[src/rtl/safe_lock_ctrl.sv]
// Safe lock controller: frames upstream code-check results into attempts,
// drives unlock/lockout windows and counts consecutive failures.
// Ports: clk, rstn (async low); res_val/res_data result stream; relock;
// alarm_clr; unlock, lockout, alarm, attempt_pass, attempt_fail, fail_cnt.
// Optional latched alarm: define SAFE_LOCK_ALARM_EN.
module safe_lock_ctrl #(
  parameter int UNLOCK_CYCLES  = 8,
  parameter int LOCKOUT_CYCLES = 16,
  parameter int MAX_FAILS      = 3,
  localparam int FW   = $clog2(MAX_FAILS + 1),
  localparam int TMAX = (UNLOCK_CYCLES > LOCKOUT_CYCLES) ?
                        UNLOCK_CYCLES : LOCKOUT_CYCLES,
  localparam int TW   = $clog2(TMAX + 1)
) (
  input  logic          clk,
  input  logic          rstn,
  input  logic          res_val,
  input  logic          res_data,
  input  logic          relock,
  input  logic          alarm_clr,
  output logic          unlock,
  output logic          lockout,
  output logic          alarm,
  output logic          attempt_pass,
  output logic          attempt_fail,
  output logic [FW-1:0] fail_cnt
);

  typedef enum logic [1:0] {
    S_LOCKED,
    S_UNLOCKED,
    S_LOCKOUT
  } state_t;

  state_t          state, state_n;
  logic [TW-1:0]   timer, timer_n;
  logic [FW-1:0]   cnt_n;
  logic            pass_n, fail_n;
  logic            res_val_d;
  logic            run_ok;
  logic            run_hit;
  logic            run_end;
  logic            accept;

  // run_ok remembers whether the run began in LOCKED
  assign run_end = res_val_d & ~res_val;
  assign accept  = run_end & run_ok & (state == S_LOCKED);

  always_ff @(posedge clk or negedge rstn) begin
    if (!rstn) begin
      res_val_d <= 1'b0;
      run_ok    <= 1'b0;
      run_hit   <= 1'b0;
    end else begin
      res_val_d <= res_val;
      if (res_val && !res_val_d) begin
        run_ok  <= (state == S_LOCKED);
        run_hit <= res_data;
      end else if (res_val) begin
        run_hit <= run_hit | res_data;
      end else begin
        run_ok  <= 1'b0;
        run_hit <= 1'b0;
      end
    end
  end

  always_comb begin
    state_n = state;
    timer_n = timer;
    cnt_n   = fail_cnt;
    pass_n  = 1'b0;
    fail_n  = 1'b0;
    unique case (state)
      S_LOCKED: begin
        if (accept) begin
          if (run_hit) begin
            state_n = S_UNLOCKED;
            timer_n = TW'(UNLOCK_CYCLES);
            cnt_n   = '0;
            pass_n  = 1'b1;
          end else begin
            fail_n = 1'b1;
            if (fail_cnt == FW'(MAX_FAILS - 1)) begin
              state_n = S_LOCKOUT;
              timer_n = TW'(LOCKOUT_CYCLES);
              cnt_n   = FW'(MAX_FAILS);
            end else begin
              cnt_n = fail_cnt + 1'b1;
            end
          end
        end
      end
      S_UNLOCKED: begin
        if (relock || timer <= TW'(1)) begin
          state_n = S_LOCKED;
          timer_n = '0;
        end else begin
          timer_n = timer - 1'b1;
        end
      end
      S_LOCKOUT: begin
        if (timer <= TW'(1)) begin
          state_n = S_LOCKED;
          timer_n = '0;
          cnt_n   = '0;
        end else begin
          timer_n = timer - 1'b1;
        end
      end
      default: begin
        state_n = S_LOCKED;
        timer_n = '0;
      end
    endcase
  end

  always_ff @(posedge clk or negedge rstn) begin
    if (!rstn) begin
      state        <= S_LOCKED;
      timer        <= '0;
      fail_cnt     <= '0;
      unlock       <= 1'b0;
      lockout      <= 1'b0;
      attempt_pass <= 1'b0;
      attempt_fail <= 1'b0;
    end else begin
      state        <= state_n;
      timer        <= timer_n;
      fail_cnt     <= cnt_n;
      unlock       <= (state_n == S_UNLOCKED);
      lockout      <= (state_n == S_LOCKOUT);
      attempt_pass <= pass_n;
      attempt_fail <= fail_n;
    end
  end

`ifdef SAFE_LOCK_ALARM_EN
  // set has priority over clear
  always_ff @(posedge clk or negedge rstn) begin
    if (!rstn) begin
      alarm <= 1'b0;
    end else if (state_n == S_LOCKOUT && state != S_LOCKOUT) begin
      alarm <= 1'b1;
    end else if (alarm_clr) begin
      alarm <= 1'b0;
    end
  end
`else
  logic unused_alarm_clr;
  assign unused_alarm_clr = alarm_clr;
  assign alarm = 1'b0;
`endif

endmodule

[config.mk]
export PLATFORM = sky130hd
export DESIGN_NAME = safe_lock_ctrl
export DESIGN_NICKNAME = d
export VERILOG_FILES = /design/src/rtl/safe_lock_ctrl.sv
export SDC_FILE = /design/constraint.sdc
export NUM_CORES = 1
export LEC_CHECK = 0
export CAP_MARGIN = 20
export CORE_MARGIN = 3
export CORE_UTILIZATION = 40
export DETAILED_ROUTE_END_ITERATION = 8
export PLACE_DENSITY = 0.68
export SLEW_MARGIN = 20
export SYNTH_ARGS = -nofsm -noshare
export SYNTH_HDL_FRONTEND = slang
export SYNTH_SLANG_ARGS = --single-unit
[constraint.sdc]
create_clock -name clk -period 1.9 [get_ports clk]
set_clock_uncertainty 0.05 [all_clocks]
set_input_delay 0.57 -clock clk [delete_from_list [all_inputs] [get_ports clk]]
set_output_delay 0.57 -clock clk [all_outputs]
set_load 0.01 [all_outputs]
### After elaboration in Yosys (flattened, before gate mapping)

Index checks and enable logic that the tools add are counted.
W data, S select, Z words.

| cells by class | value |
|---|---|
| reduce and logical (&&, ||, !) cells | 7 |
| add/subtract/negate cells | 2 |
| mux-type cells | 27 |
| multipliers | 0 |
| bitwise operators | 5 |
| eq/ne operators | 9 |
| shift-type cells | 0 |
| $lt $le $gt $ge | 1 |
| divide/modulo/power cells | 0 |

Operator list:

| operator | count |
|---|---|
| $mux W5 | 5 |
| $mux W2 | 9 |
| $pmux W5 S3 | 1 |
| $mux W1 | 10 |
| $eq A2 B2 Y1 const B | 3 |
| $pmux W2 S3 | 1 |
| $le A5 B1 Y1 const B | 1 |
| $sub A5 B1 Y5 const B | 1 |
| $eq A2 B1 Y1 const B | 2 |
| $ne A2 B2 Y1 const B | 2 |
| $pmux W2 S2 | 1 |
| $and A1 B1 Y1 | 3 |
| $ne A3 B2 Y1 const B | 1 |
| $reduce_and A3 Y1 | 1 |
| $add A2 B1 Y2 const B | 1 |
| $logic_not A2 Y1 | 1 |
| $ne A2 B1 Y1 const B | 1 |
| $reduce_and A2 Y1 | 1 |
| $reduce_bool A2 Y1 | 1 |
| $logic_and A1 B1 Y1 | 1 |
| $logic_not A1 Y1 | 1 |
| $logic_or A1 B1 Y1 | 1 |
| $not A1 Y1 | 1 |
| $or A1 B1 Y1 | 1 |

| storage, ports and cells | value |
|---|---|
| output and inout port bits | 7 |
| register bits | 16 |
| memory bits (writable) | 0 |
| bits in read-only memories | 0 |
| input port bits | 6 |
| latch bits | 0 |
| word-level logic and storage cells | 61 |
| memories kept | 0 |

### Depth between registers and ports, before layout

| logic depth | value |
|---|---|
| depth after elaboration | 7 |
| depth in mapped cells | 6 |
| gate-level depth less buffers | 6 |

### Least setup slack after synthesis

No wires, ideal clock.

| timing | value |
|---|---|
| kind | reg-to-reg |
| start | register fail_cnt[0] |
| end | register timer[2] |
| required time | 1.732 ns |
| path buffers | 0 |
| clock period less this slack | 1.479 ns |
| stages on the path, launching flop included | 7 |
| data arrival time | 1.311 ns |
| setup time | 0.118 ns |
| slack | 0.421 ns |
| path through | dfrtp_1 inv_1 ha_1 nor2_1 o31a_1 o21bai_1 a21o_1 |

| on the way | value |
|---|---|
| longest elaborated chain between the ends | 3 |

Ends and longest elaborated chain:

| item | line | text |
|---|---|---|
| from (decl) | 26 | `output logic [FW-1:0] fail_cnt` |
| from (signal assigned) | 130 | `fail_cnt <= cnt_n;` |
| $eq A2 B2 Y1 | 84 | `if (fail_cnt == FW'(MAX_FAILS - 1)) begin` |
| $ne A3 B2 Y1 (no source line) | n/a |  |
| $reduce_and A2 Y1 (no source line) | n/a |  |
| to (signal assigned) | 129 | `timer <= timer_n;` |
| to (decl) | 36 | `logic [TW-1:0] timer, timer_n;` |

Every way passes these cells.
A chain may end at the register's enable or synchronous reset.

### Final worst setup path

| timing | value |
|---|---|
| start | register fail_cnt[0] |
| end | output port fail_cnt[0] |

No word-level cell between the ends.

==> flow_summary.toml <==
[route]
wl_per_cell_um = 11.4
dr.first_iter.drc_count = 8
drcViolationCount = 0
drt_pass1_iterations = 3
vias_per_cell = 5.11
wl_um = 1270
vias = 567
antenna_left = 0

[setup_path]
crit_family = "buffers and inverters"
critPathCaptureType = "output port"
cp_slowest_cell = "clkdlybuf4s50_1"
crit_chain = "clkdlybuf4s50_1"
critPathCapture = "fail_cnt[0]"
path_class = "reg2out"
start_kind = "flip-flop"
r2r_setup_slack_ns = 0.31
cp.depth = 1
worst_ep_required_time_ns = 1.28
crit_arrival_ns = 1.21
path_buf_inv = 1
rr_endpoint = "timer[4]"
slowest_delay_ns = 0.54
setup.worst_path.start = "fail_cnt[0]"
r2r_start = "timer[1]"
worst-path-max-fanout = 3
r2r_cells = 6

[die]
rows = 15
dieArea_sq_mm = 0.00251
core_sq_mm = 0.00178
die_y_um = 50.1
io_pins = 13
initial_utilization = 0.436
die_x_um = 50.1

[timing]
hold_viol_final = 0
setup_violations = 0
report.final.slew_viol_count = 0
timing.fmax_mhz = 547
rsz0062_at_grt = "false"
fin_crit_sh = 0.962
period_needed_ns = 1.83

[clock_tree]
clock_latency_ns = 0.28
cts_hold_buf = 0
cts_sinks = 16
cts_root_buf = "clkbuf_4"
cts_setup_buffers = 0
cts_buffer_depth = 2
clkTransAtPathRegs_ns = 0.10
cts_tree = "built"
cts_buffers = 3
cts_resized = 0
h-tree-depth = 1

[finish]
diodes = 0
area_growth_pct = 25.4
layout-drive-gt1-share = 0.186
stdcell_count = 111
stdcell_area_sq_um = 975
nNetsFinal = 96

[synthesis]
synth_common_cells = "16 x dfrtp_1, 6 x nand2_1, 5 x inv_1"
synth_top_area_cell = "dfrtp_1"
synth_edf_count = 0
synth_seq_cells = 16
ys.flop_type = "dfrtp_1"
synth_area_sq_um = 777
ys_warn_count = 0
yosysMostFrequentCell = "dfrtp_1"
async_flop_share = 1.00
syn_nets = 77
synth.distinct_cells = 31
syn_avg_cell_area_sq_um = 11.4
synth_top_cell_area_share = 0.515
ys_seq_area_frac = 0.515
syn-instance-count = 68
ys_top_cells_by_area = "dfrtp_1 52%, ha_1 4.8%, a21o_1 2.9%, nand2_1 2.9%, nor2_4 2.9%"

[global_routing]
first_global_vias = 529
grt_pass1_wl_um = 2340
grt_antenna_before_repair = 0
grt_max_degree = 17
grt_overflow = 0
gr-usage-all-layers = 0.124

[power_and_ir_drop]
power_density_mw_per_mm2 = 1240
vdd_drop_max_mv = 0.621
p_leak_uw = 0.000462

[min_path]
hp-class = "reg2reg"

[placement]
port_buffers = 10
place_hpwl_um = 977
place.gp.congestion = 0.779
placed_cells = 107
placed_cell_area_sq_um = 938

[run]
cap_violations = 0

[run_status]
status = "finished, final reports clean"
-- layer usage --
metal  GRT usage  wire length, um
met1       0.165              635
met2       0.187              547
met3      0.0332               56
met4      0.0553               29
met5           0                0
-- stage by stage --
stage                     worst slack (ns)  hold WS [ns]  setup TNS (ns)   util  power [uW]
after floorplan                      0.421         0.224               0      -         827
after global placement             -0.0559         0.476          -0.290  0.526         978
after detailed placement           -0.0783         0.491          -0.452  0.526        1000
after CTS                           0.0623         0.506               0  0.547        1220
after global routing                0.0187         0.554               0  0.547        1320
final                               0.0722         0.504               0  0.547        1210
-- worst min-delay path, stage by stage (launching register included) --
cell,delay [ns]
dfrtp_1,0.41
nand2_1,0.06
o2bb2ai_1,0.05
-- cell families (layout without fill, tap and decap cells) --
family,count (synthesis),in the layout,synth area share
AND/OR/NAND/NOR,20,20,0.169
AO/OA/AOI/OAI,21,21,0.217
other,1,1,0.00483
XOR/XNOR,1,1,0.0113
buffers and inverters,6,24,0.0338
adder cells (fa/ha/maj),3,3,0.0483
flip-flops,16,16,0.515
-- worst min path at each step --
stage / startpoint / endpoint / slack, ns / cells past startpoint
after floorplan: rstn / attempt_fail / 0.22 / 0
after global routing: rstn / attempt_fail / 0.55 / 2
final: fail_cnt[0] / fail_cnt[0] / 0.50 / 2
after CTS: fail_cnt[0] / fail_cnt[0] / 0.51 / 2
after detailed placement: fail_cnt[0] / fail_cnt[0] / 0.49 / 2
after global placement: fail_cnt[0] / fail_cnt[0] / 0.48 / 2
-- final cells by class --
class	count	area, sq um
Clock buffer	4	36.3
Fill cell	167	808
Inverter	5	18.8
Multi-Input combinational cell	46	350
Sequential cell	16	400
Tap cell	25	31.3
Timing Repair Buffer	15	138
-- sequential cells by signal, indices dropped and copies added (netlist names) --
name / count
unlock: 1
fail_cnt: 2
state: 2
res_val_d: 1
attempt_pass: 1
run_ok: 1
lockout: 1
run_hit: 1
timer: 5
attempt_fail: 1
-- power breakdown --
group | leakage, uW | internal [uW] | switching, uW
logic | 0.000233 | 252 | 218
clock network | 0.0000210 | 117 | 108
registers | 0.000208 | 426 | 88.8
-- layout by cell type (no fill, tap or decap) --
cell / count
dfrtp_1: 16
clkdlybuf4s50_1: 10
nand2_1: 6
inv_1: 5
buf_4: 5
a21o_1: 3
a21oi_1: 3
ha_1: 3
clkbuf_4: 3
o21bai_1: 2
nor2_4: 2
a22o_1: 2
nor2_1: 2
nor3b_1: 2
a211o_1: 2
o21ai_1: 2
nor3_1: 1
nor2b_2: 1
or4_4: 1
nor3b_2: 1
nor2b_1: 1
and3_1: 1
o32ai_2: 1
o31a_1: 1
o2bb2ai_2: 1
xnor2_1: 1
a22oi_1: 1
o31ai_1: 1
or4_1: 1
o2bb2ai_1: 1
or3_1: 1
a21boi_1: 1
conb_1: 1
clkbuf_8: 1
Note: power is estimated with default switching activity, not from simulation.
